$ cat config.mk
export PLATFORM = sky130hd
export DESIGN_NAME = accbin_stream
export DESIGN_NICKNAME = d
export VERILOG_FILES = /design/src/rtl/accbin_pkg.sv /design/src/rtl/accbin_outreg.sv /design/src/rtl/accbin_stream.sv
export SDC_FILE = /design/constraint.sdc
export NUM_CORES = 1
export LEC_CHECK = 0
export CAP_MARGIN = 10
export CORE_ASPECT_RATIO = 1.75
export CORE_MARGIN = 4
export CORE_UTILIZATION = 50
export CTS_CLUSTER_SIZE = 20
export DETAILED_ROUTE_END_ITERATION = 8
export PLACE_DENSITY = 0.76
export SLEW_MARGIN = 20
export SYNTH_ARGS = -nofsm -noshare
export SYNTH_HDL_FRONTEND = slang
export SYNTH_SLANG_ARGS = --single-unit
$ cat constraint.sdc
create_clock -name clk -period 5.8 [get_ports clk]
set_input_delay 1.74 -clock clk [delete_from_list [all_inputs] [get_ports clk]]
set_output_delay 1.74 -clock clk [all_outputs]
set_load 0.03 [all_outputs]
$ cat src/rtl/accbin_pkg.sv
// Shared types and width helpers for the time-multiplexed accumulate/binarise stage.
package accbin_pkg;

  typedef enum logic [1:0] {
    IDLE  = 2'd0,
    ACC   = 2'd1,
    DRAIN = 2'd2
  } state_e;

  function automatic int acc_width(input int bw, input int taps);
    return bw + $clog2(taps) + 1;
  endfunction

  function automatic int idx_width(input int ch, input int pix);
    return (ch * pix > 1) ? $clog2(ch * pix) : 1;
  endfunction

  function automatic int cnt_width(input int n);
    return (n > 1) ? $clog2(n) : 1;
  endfunction

endpackage

$ cat src/rtl/accbin_outreg.sv
// Single-entry output register: loads a result, holds it until the consumer takes it.
module accbin_outreg #(
  parameter int IW = 3
) (
  input  logic          clk,
  input  logic          rst_n,
  input  logic          clear_i,
  input  logic          load_i,
  input  logic          bit_i,
  input  logic [IW-1:0] idx_i,
  input  logic          last_i,
  input  logic          ready_i,
  output logic          valid_o,
  output logic          bit_o,
  output logic [IW-1:0] idx_o,
  output logic          last_o
);

  logic          valid_q, valid_d;
  logic          bit_q, bit_d;
  logic [IW-1:0] idx_q, idx_d;
  logic          last_q, last_d;

  always_comb begin
    valid_d = valid_q;
    bit_d   = bit_q;
    idx_d   = idx_q;
    last_d  = last_q;
    if (clear_i) begin
      valid_d = 1'b0;
    end else if (load_i) begin
      // A load may coincide with the drain of the previous entry; the new result wins.
      valid_d = 1'b1;
      bit_d   = bit_i;
      idx_d   = idx_i;
      last_d  = last_i;
    end else if (ready_i) begin
      valid_d = 1'b0;
    end
  end

  // NOTE: sequential state uses non-blocking assignments so every register samples pre-edge values.
  always_ff @(posedge clk or negedge rst_n) begin
    if (!rst_n) begin
      valid_q <= 1'b0;
      bit_q   <= 1'b0;
      idx_q   <= '0;
      last_q  <= 1'b0;
    end else begin
      valid_q <= valid_d;
      bit_q   <= bit_d;
      idx_q   <= idx_d;
      last_q  <= last_d;
    end
  end

  assign valid_o = valid_q;
  assign bit_o   = bit_q;
  assign idx_o   = idx_q;
  assign last_o  = last_q;

endmodule

$ cat src/rtl/accbin_stream.sv
// Streams TAPS signed partials per pixel, adds the channel offset and emits the sign bit,
// channel-major over CH x PIX pixels per frame.
module accbin_stream
  import accbin_pkg::*;
#(
  parameter int bW   = 8,
  parameter int TAPS = 5,
  parameter int CH   = 18,
  parameter int PIX  = 576,
  localparam int AW  = acc_width(bW, TAPS),
  localparam int IW  = idx_width(CH, PIX)
) (
  input  logic               clk,
  input  logic               rst_n,
  input  logic               clear,
  input  logic [CH*bW-1:0]   kernel_offset,
  input  logic               s_valid,
  output logic               s_ready,
  input  logic [bW-1:0]      s_data,
  output logic               m_valid,
  input  logic               m_ready,
  output logic               m_bit,
  output logic [IW-1:0]      m_idx,
  output logic               m_last,
  output logic               frame_done
);

  localparam int TW = cnt_width(TAPS);
  localparam int PW = cnt_width(PIX);
  localparam int CW = cnt_width(CH);
  localparam logic [TW-1:0] TAP_MAX = TW'(TAPS - 1);
  localparam logic [PW-1:0] PIX_MAX = PW'(PIX - 1);
  localparam logic [CW-1:0] CH_MAX  = CW'(CH - 1);

  state_e                 state_q, state_d;
  logic [TW-1:0]          tap_cnt_q, tap_cnt_d;
  logic [PW-1:0]          pix_cnt_q, pix_cnt_d;
  logic [CW-1:0]          ch_cnt_q, ch_cnt_d;
  logic signed [AW-1:0]   acc_q, acc_d;
  logic [CH*bW-1:0]       off_q, off_d;
  logic                   frame_done_q, frame_done_d;

  logic                   tap_last, pix_last, ch_last, frame_end;
  logic                   fire, frame_start, load;
  logic [CH*bW-1:0]       off_cur;
  logic [bW-1:0]          off_sel;
  logic signed [AW-1:0]   data_ext, off_ext, acc_base, acc_sum, pix_sum;
  logic [IW-1:0]          idx_cur;

  assign tap_last  = (tap_cnt_q == TAP_MAX);
  assign pix_last  = (pix_cnt_q == PIX_MAX);
  assign ch_last   = (ch_cnt_q == CH_MAX);
  assign frame_end = tap_last && pix_last && ch_last;

  assign s_ready     = (state_q != DRAIN) && !(tap_last && m_valid && !m_ready);
  assign fire        = s_valid && s_ready && !clear;
  assign frame_start = fire && (state_q == IDLE);
  assign load        = fire && tap_last;

  // The first beat of a frame must already see the freshly presented offsets.
  assign off_cur = frame_start ? kernel_offset : off_q;
  assign off_d   = off_cur;

  always_comb begin
    off_sel  = off_cur[int'(ch_cnt_q)*bW +: bW];
    data_ext = {{(AW-bW){s_data[bW-1]}}, s_data};
    off_ext  = {{(AW-bW){off_sel[bW-1]}}, off_sel};
    acc_base = (tap_cnt_q == '0) ? '0 : acc_q;
    acc_sum  = acc_base + data_ext;
    pix_sum  = acc_sum + off_ext;
    idx_cur  = IW'(ch_cnt_q) * IW'(PIX) + IW'(pix_cnt_q);
  end

  // NOTE: every variable driven here gets a default first so no latch is inferred.
  always_comb begin
    tap_cnt_d = tap_cnt_q;
    pix_cnt_d = pix_cnt_q;
    ch_cnt_d  = ch_cnt_q;
    acc_d     = acc_q;
    if (clear) begin
      tap_cnt_d = '0;
      pix_cnt_d = '0;
      ch_cnt_d  = '0;
      acc_d     = '0;
    end else if (fire) begin
      acc_d = acc_sum;
      if (tap_last) begin
        tap_cnt_d = '0;
        if (pix_last) begin
          pix_cnt_d = '0;
          ch_cnt_d  = ch_last ? '0 : ch_cnt_q + CW'(1);
        end else begin
          pix_cnt_d = pix_cnt_q + PW'(1);
        end
      end else begin
        tap_cnt_d = tap_cnt_q + TW'(1);
      end
    end
  end

  always_comb begin
    state_d = state_q;
    unique case (state_q)
      IDLE:    if (fire) state_d = frame_end ? DRAIN : ACC;
      ACC:     if (fire && frame_end) state_d = DRAIN;
      DRAIN:   if (m_valid && m_ready) state_d = IDLE;
      default: state_d = IDLE;
    endcase
    if (clear) state_d = IDLE;
  end

  assign frame_done_d = m_valid && m_ready && m_last && !clear;

  always_ff @(posedge clk or negedge rst_n) begin
    if (!rst_n) begin
      state_q      <= IDLE;
      tap_cnt_q    <= '0;
      pix_cnt_q    <= '0;
      ch_cnt_q     <= '0;
      acc_q        <= '0;
      // NOTE: the offset bank is small enough to reset; clear deliberately leaves it alone.
      off_q        <= '0;
      frame_done_q <= 1'b0;
    end else begin
      state_q      <= state_d;
      tap_cnt_q    <= tap_cnt_d;
      pix_cnt_q    <= pix_cnt_d;
      ch_cnt_q     <= ch_cnt_d;
      acc_q        <= acc_d;
      off_q        <= off_d;
      frame_done_q <= frame_done_d;
    end
  end

  assign frame_done = frame_done_q;

  accbin_outreg #(.IW(IW)) u_outreg (
    .clk     (clk),
    .rst_n   (rst_n),
    .clear_i (clear),
    .load_i  (load),
    .bit_i   (~pix_sum[AW-1]),
    .idx_i   (idx_cur),
    .last_i  (frame_end),
    .ready_i (m_ready),
    .valid_o (m_valid),
    .bit_o   (m_bit),
    .idx_o   (m_idx),
    .last_o  (m_last)
  );

endmodule
==> impl_summary.txt <==
----------------------------------------------------
[Place]
  Placer congestion estimate ... 0.851
  HPWL after detailed placement ... 18600 um
  Buffers added on ports ... 175
  Worst-case setup slack after placement ... -0.430 ns

[Timing]
  Final Hold Vio Count ... 0
  Post-layout min period ... 5.62 ns
  Smallest setup slack after layout ... 0.182 ns
  Final setup violation count ... 0
  Layout Skew ... 0.0111 ns
  Fraction of the cycle the final worst path needs ... 96.9%
  Highest Clock Rate ... 0.178 GHz
  Total count of max-transition violations in the final report ... 0
  Slew Limit Headroom ... 30.7%
  Transition time at the pin with the least slew margin ... 1.04 ns

[Clock network]
  CTS tree ... built
  TritonCTS sink count ... 194
  Clock Pin Slew Worst Setup and Hold Paths ... 0.07 ns
  Root buf cell ... sky130_fd_sc_hd__clkbuf_16
  Quantity of hold-fixing buffers added after cts ... 0
  Clock latency of the later-clocked register in the worst-skew pair ... 0.44 ns
  TritonCTS Buffers ... 17
  H-Tree Depth ... 4
  Buffer depth of the longest clock path ... 2

[Synthesis]
  Most frequent cell after synthesis ... sky130_fd_sc_hd__dfrtp_1
  Cell type with the largest total area after synthesis ... sky130_fd_sc_hd__dfrtp_1
  Number of distinct library cell variants in the gate-level netlist after synthesis ... 55
  Synthesized area per cell ... 11.0 um^2
  Synth Warn # ... 0
  Number of flip-flops and latches in the synthesized netlist ... 194
  Ranking of synthesized cells by instance count ... sky130_fd_sc_hd__dfrtp_1, sky130_fd_sc_hd__mux2_2, sky130_fd_sc_hd__nand2_1
  Cell types with the largest area share after synthesis ... sky130_fd_sc_hd__dfrtp_1, sky130_fd_sc_hd__mux2_2, sky130_fd_sc_hd__nand2_1
  Post-Synthesis Net Count ... 1120
  Share of flip-flops with an asynchronous set or reset ... 100%
  Number of synthesized flops with an enable pin ... 0
  Area share of the largest cell type after synthesis ... 47.7%
  Post-synth design cell area ... 10200 um^2
  Sequential cell area fraction in the yosys report ... 47.7%
  Most instantiated flip-flop cell in the synthesis netlist ... sky130_fd_sc_hd__dfrtp_1
  Cell count after synthesis ... 926

[Setup path]
  Worst reg-to-reg path cell count ... 23
  Cell breakdown of the critical path ... clkdlybuf4s50_1, nor4_4, buf_4, buf_4, clkbuf_16, buf_4, clkbuf_16, mux2_2, nand2_1, nand2_1, mux4_2, nand2b_1, o21ai_0, ha_1, a21o_1, a21oi_2, o21ai_1, a21o_1, a21oi_2, nand3_1, xor3_1, mux2_2
  Most numerous cell on the critical path ... sky130_fd_sc_hd__buf_4
  Reg-to-reg critical path endpoint ... u_outreg.bit_o$_DFFE_PN0P_
  Startpoint class of the critical path ... input pin
  Worst-case register-to-register setup slack ... 0.80 ns
  CP top delay family ... buffers and inverters
  Number of buffers and inverters on the critical path ... 6
  Delay of the slowest cell on the worst path ... 0.48 ns
  Crit Reg-Reg Startpoint ... tap_cnt_q[0]$_DFFE_PN0P_
  Type of the worst setup path ... in -> reg
  Worst Path Required ... 6.12 ns
  Data arrival time of the critical path ... 5.94 ns
  Worst Setup End Kind ... flip-flop
  Worst setup path startpoint ... clear
  Worst-path cell with the longest stage delay ... sky130_fd_sc_hd__mux4_2
  Largest driver fanout on the critical path ... 10

[Worst hold path]
  Cell depth of the worst hold path ... 2
  Worst hold path startpoint ... u_outreg.idx_o[8]$_DFFE_PN0P_
  Hold Path Class ... reg -> reg
  Worst Hold End ... u_outreg.idx_o[8]$_DFFE_PN0P_

[GRT]
  Met3 Track Usage GR ... 4.64%
  Most used routing layer ... met2
  GR met1 Demand/Resource ... 27.5%
  Vias in the first global route ... 7982
  Antenna violations before repair ... 2
  GR Util met2 ... 41.7%
  All-Layer GR Usage ... 23.4%
  Congestion Overflow GR ... 0
  Maximum number of pins on one net before global-route repair ... 104
  First-pass GRT wire length ... 41200 um

[Power]
  Worst voltage drop across the vdd grid ... 209 uV
  Standby leakage power ... 5.69 nW
  Total Power ... 3.94 mW
  Power density of the placed cells ... 297 nW/um^2

[Die]
  Standard-cell row count ... 68
  Initial core utilization ... 51.1%
  Die height ... 197 um
  # IOs ... 176
  Die X ... 116 um
  Core footprint ... 19900 um^2
  Die area ... 22800 um^2

[Detailed routing]
  Drt initial violations ... 431
  Final Routed Wirelength ... 27100 um
  DR vias/cell ... 5.56
  DR WL/cell ... 19.7 um
  DR DRC count ... 0
  Number of iterations in the first detailed-routing pass ... 5
  Residual antenna-violating net count after detailed routing ... 0
  Vias ... 7645

[Final layout]
  Area growth from synthesis to layout ... 30.0%
  Area of all sequential standard cells ... 4860 um^2
  Share of layout cells above drive strength 1 ... 24.2%
  Number of filler instances in the final layout ... 1583
  Nets ... 1312
  Area of combinational cells with multiple inputs ... 5070 um^2

[Status]
  Status ... complete, no violations

[Flow run]
  # Max-Cap Violations ... 0

----------------------------------------------------
worst max-delay path by stage:
stage                                      end  slack [ns]  cells past startpoint
finish              u_outreg.bit_o$_DFFE_PN0P_        0.18                     22
global placement    u_outreg.bit_o$_DFFE_PN0P_       -0.38                     18
floorplan           u_outreg.bit_o$_DFFE_PN0P_        0.04                     22
global route        u_outreg.bit_o$_DFFE_PN0P_       -0.01                     23
detailed placement  u_outreg.bit_o$_DFFE_PN0P_       -0.43                     18
CTS                 u_outreg.bit_o$_DFFE_PN0P_        0.05                     21
per-layer routing:
| layer | wire length [um] | share of wire (%) |
|---|---|---|
| met4 | 471 | 1.7 |
| met2 | 15300 | 56 |
| met3 | 1380 | 5.1 |
| met1 | 10000 | 37 |
| met5 | 0 | 0 |
sequential cells by signal (all words and copies together) (netlist names):
signal and flops:
tap_cnt_q 3, u_outreg.bit_o 1, frame_done 1, u_outreg.valid_o 1, ch_cnt_q 5, u_outreg.last_o 1
off_q 144, u_outreg.idx_o 14, state_q 2, pix_cnt_q 10, acc_q 12
cells in the final DEF, fill, tap and decap left out, types with 3 or more instances in the layout:
cell / count
sky130_fd_sc_hd__inv_1: 12
sky130_fd_sc_hd__buf_4: 32
sky130_fd_sc_hd__nand3b_1: 3
sky130_fd_sc_hd__a211oi_1: 4
sky130_fd_sc_hd__clkbuf_16: 23
sky130_fd_sc_hd__mux4_2: 18
sky130_fd_sc_hd__clkdlybuf4s50_1: 172
sky130_fd_sc_hd__o21ai_0: 38
sky130_fd_sc_hd__fa_1: 3
sky130_fd_sc_hd__xnor2_1: 12
sky130_fd_sc_hd__mux2_2: 157
sky130_fd_sc_hd__ha_1: 33
sky130_fd_sc_hd__a21oi_1: 23
sky130_fd_sc_hd__o22ai_1: 4
sky130_fd_sc_hd__nor2_2: 7
sky130_fd_sc_hd__and2_1: 13
sky130_fd_sc_hd__xor2_1: 6
sky130_fd_sc_hd__nor2_1: 108
sky130_fd_sc_hd__a21o_1: 5
sky130_fd_sc_hd__dfrtp_1: 193
sky130_fd_sc_hd__o31ai_1: 5
sky130_fd_sc_hd__or2_2: 3
sky130_fd_sc_hd__nor2b_1: 5
sky130_fd_sc_hd__nand2b_1: 18
sky130_fd_sc_hd__a21boi_0: 4
sky130_fd_sc_hd__bufinv_16: 3
sky130_fd_sc_hd__nor3_1: 7
sky130_fd_sc_hd__o31a_1: 5
sky130_fd_sc_hd__or3_1: 4
sky130_fd_sc_hd__clkbuf_8: 5
sky130_fd_sc_hd__mux2i_1: 5
sky130_fd_sc_hd__nand2_1: 116
sky130_fd_sc_hd__a31oi_1: 6
sky130_fd_sc_hd__nand3_1: 15
sky130_fd_sc_hd__buf_12: 5
sky130_fd_sc_hd__nand4_1: 3
sky130_fd_sc_hd__and3_1: 6
sky130_fd_sc_hd__buf_6: 3
timing repair:
action                                 4_1_cts  5_1_grt
setup endpoints to repair                    0        1
endpoints found under the hold margin        0        0
setup buffers                                0       11
resized for setup                            0       26
stage by stage:
stage | hold WS (ns) | utilization [%] | instance area (um^2) | TNS [ns] | instances
after CTS | 0.487 | 64.8 | 12900 | 0 | 1357
after detailed placement | 0.472 | 61.7 | 12300 | -0.430 | 1327
after global placement | 0.464 | 61.7 | 12300 | -0.384 | 1327
after floorplan | 0.455 | - | 10200 | 0 | 926
final | 0.481 | 66.5 | 13200 | 0 | 1376
after global routing | 0.498 | 66.5 | 13200 | -0.0142 | 1376
layout make-up:
cell class	count	area share (%)
Sequential cell	194	36.7
Multi-Input combinational cell	667	38.3
Antenna cell	2	0.0378
Timing Repair Buffer	223	17.6
Clock inverter	7	0.927
Clock buffer	23	3.69
Inverter	15	0.426
Tap cell	245	2.32
where the power goes:
part / internal, mW / switching [mW] / total [mW]
clock: 0.723 / 0.512 / 1.24
sequential: 1.56 / 0.0847 / 1.64
combinational: 0.558 / 0.499 / 1.06
worst min-delay path: cells and delay by family (launching register included):
family / cells / cell delay, ns
AND/OR/NAND/NOR: 1 / 0.05
flip-flops: 1 / 0.34
AO/OA/AOI/OAI: 1 / 0.06
cells by family after synthesis:
| kind of cell | synth area share (%) |
|---|---|
| AO/OA/AOI/OAI | 6.63 |
| XOR/XNOR | 1.78 |
| adder cells (fa/ha/maj) | 4.77 |
| buffers and inverters | 2.93 |
| flip-flops | 47.7 |
| multiplexers | 22.3 |
| AND/OR/NAND/NOR | 13.9 |
Note: power is estimated with default switching activity, not from simulation.
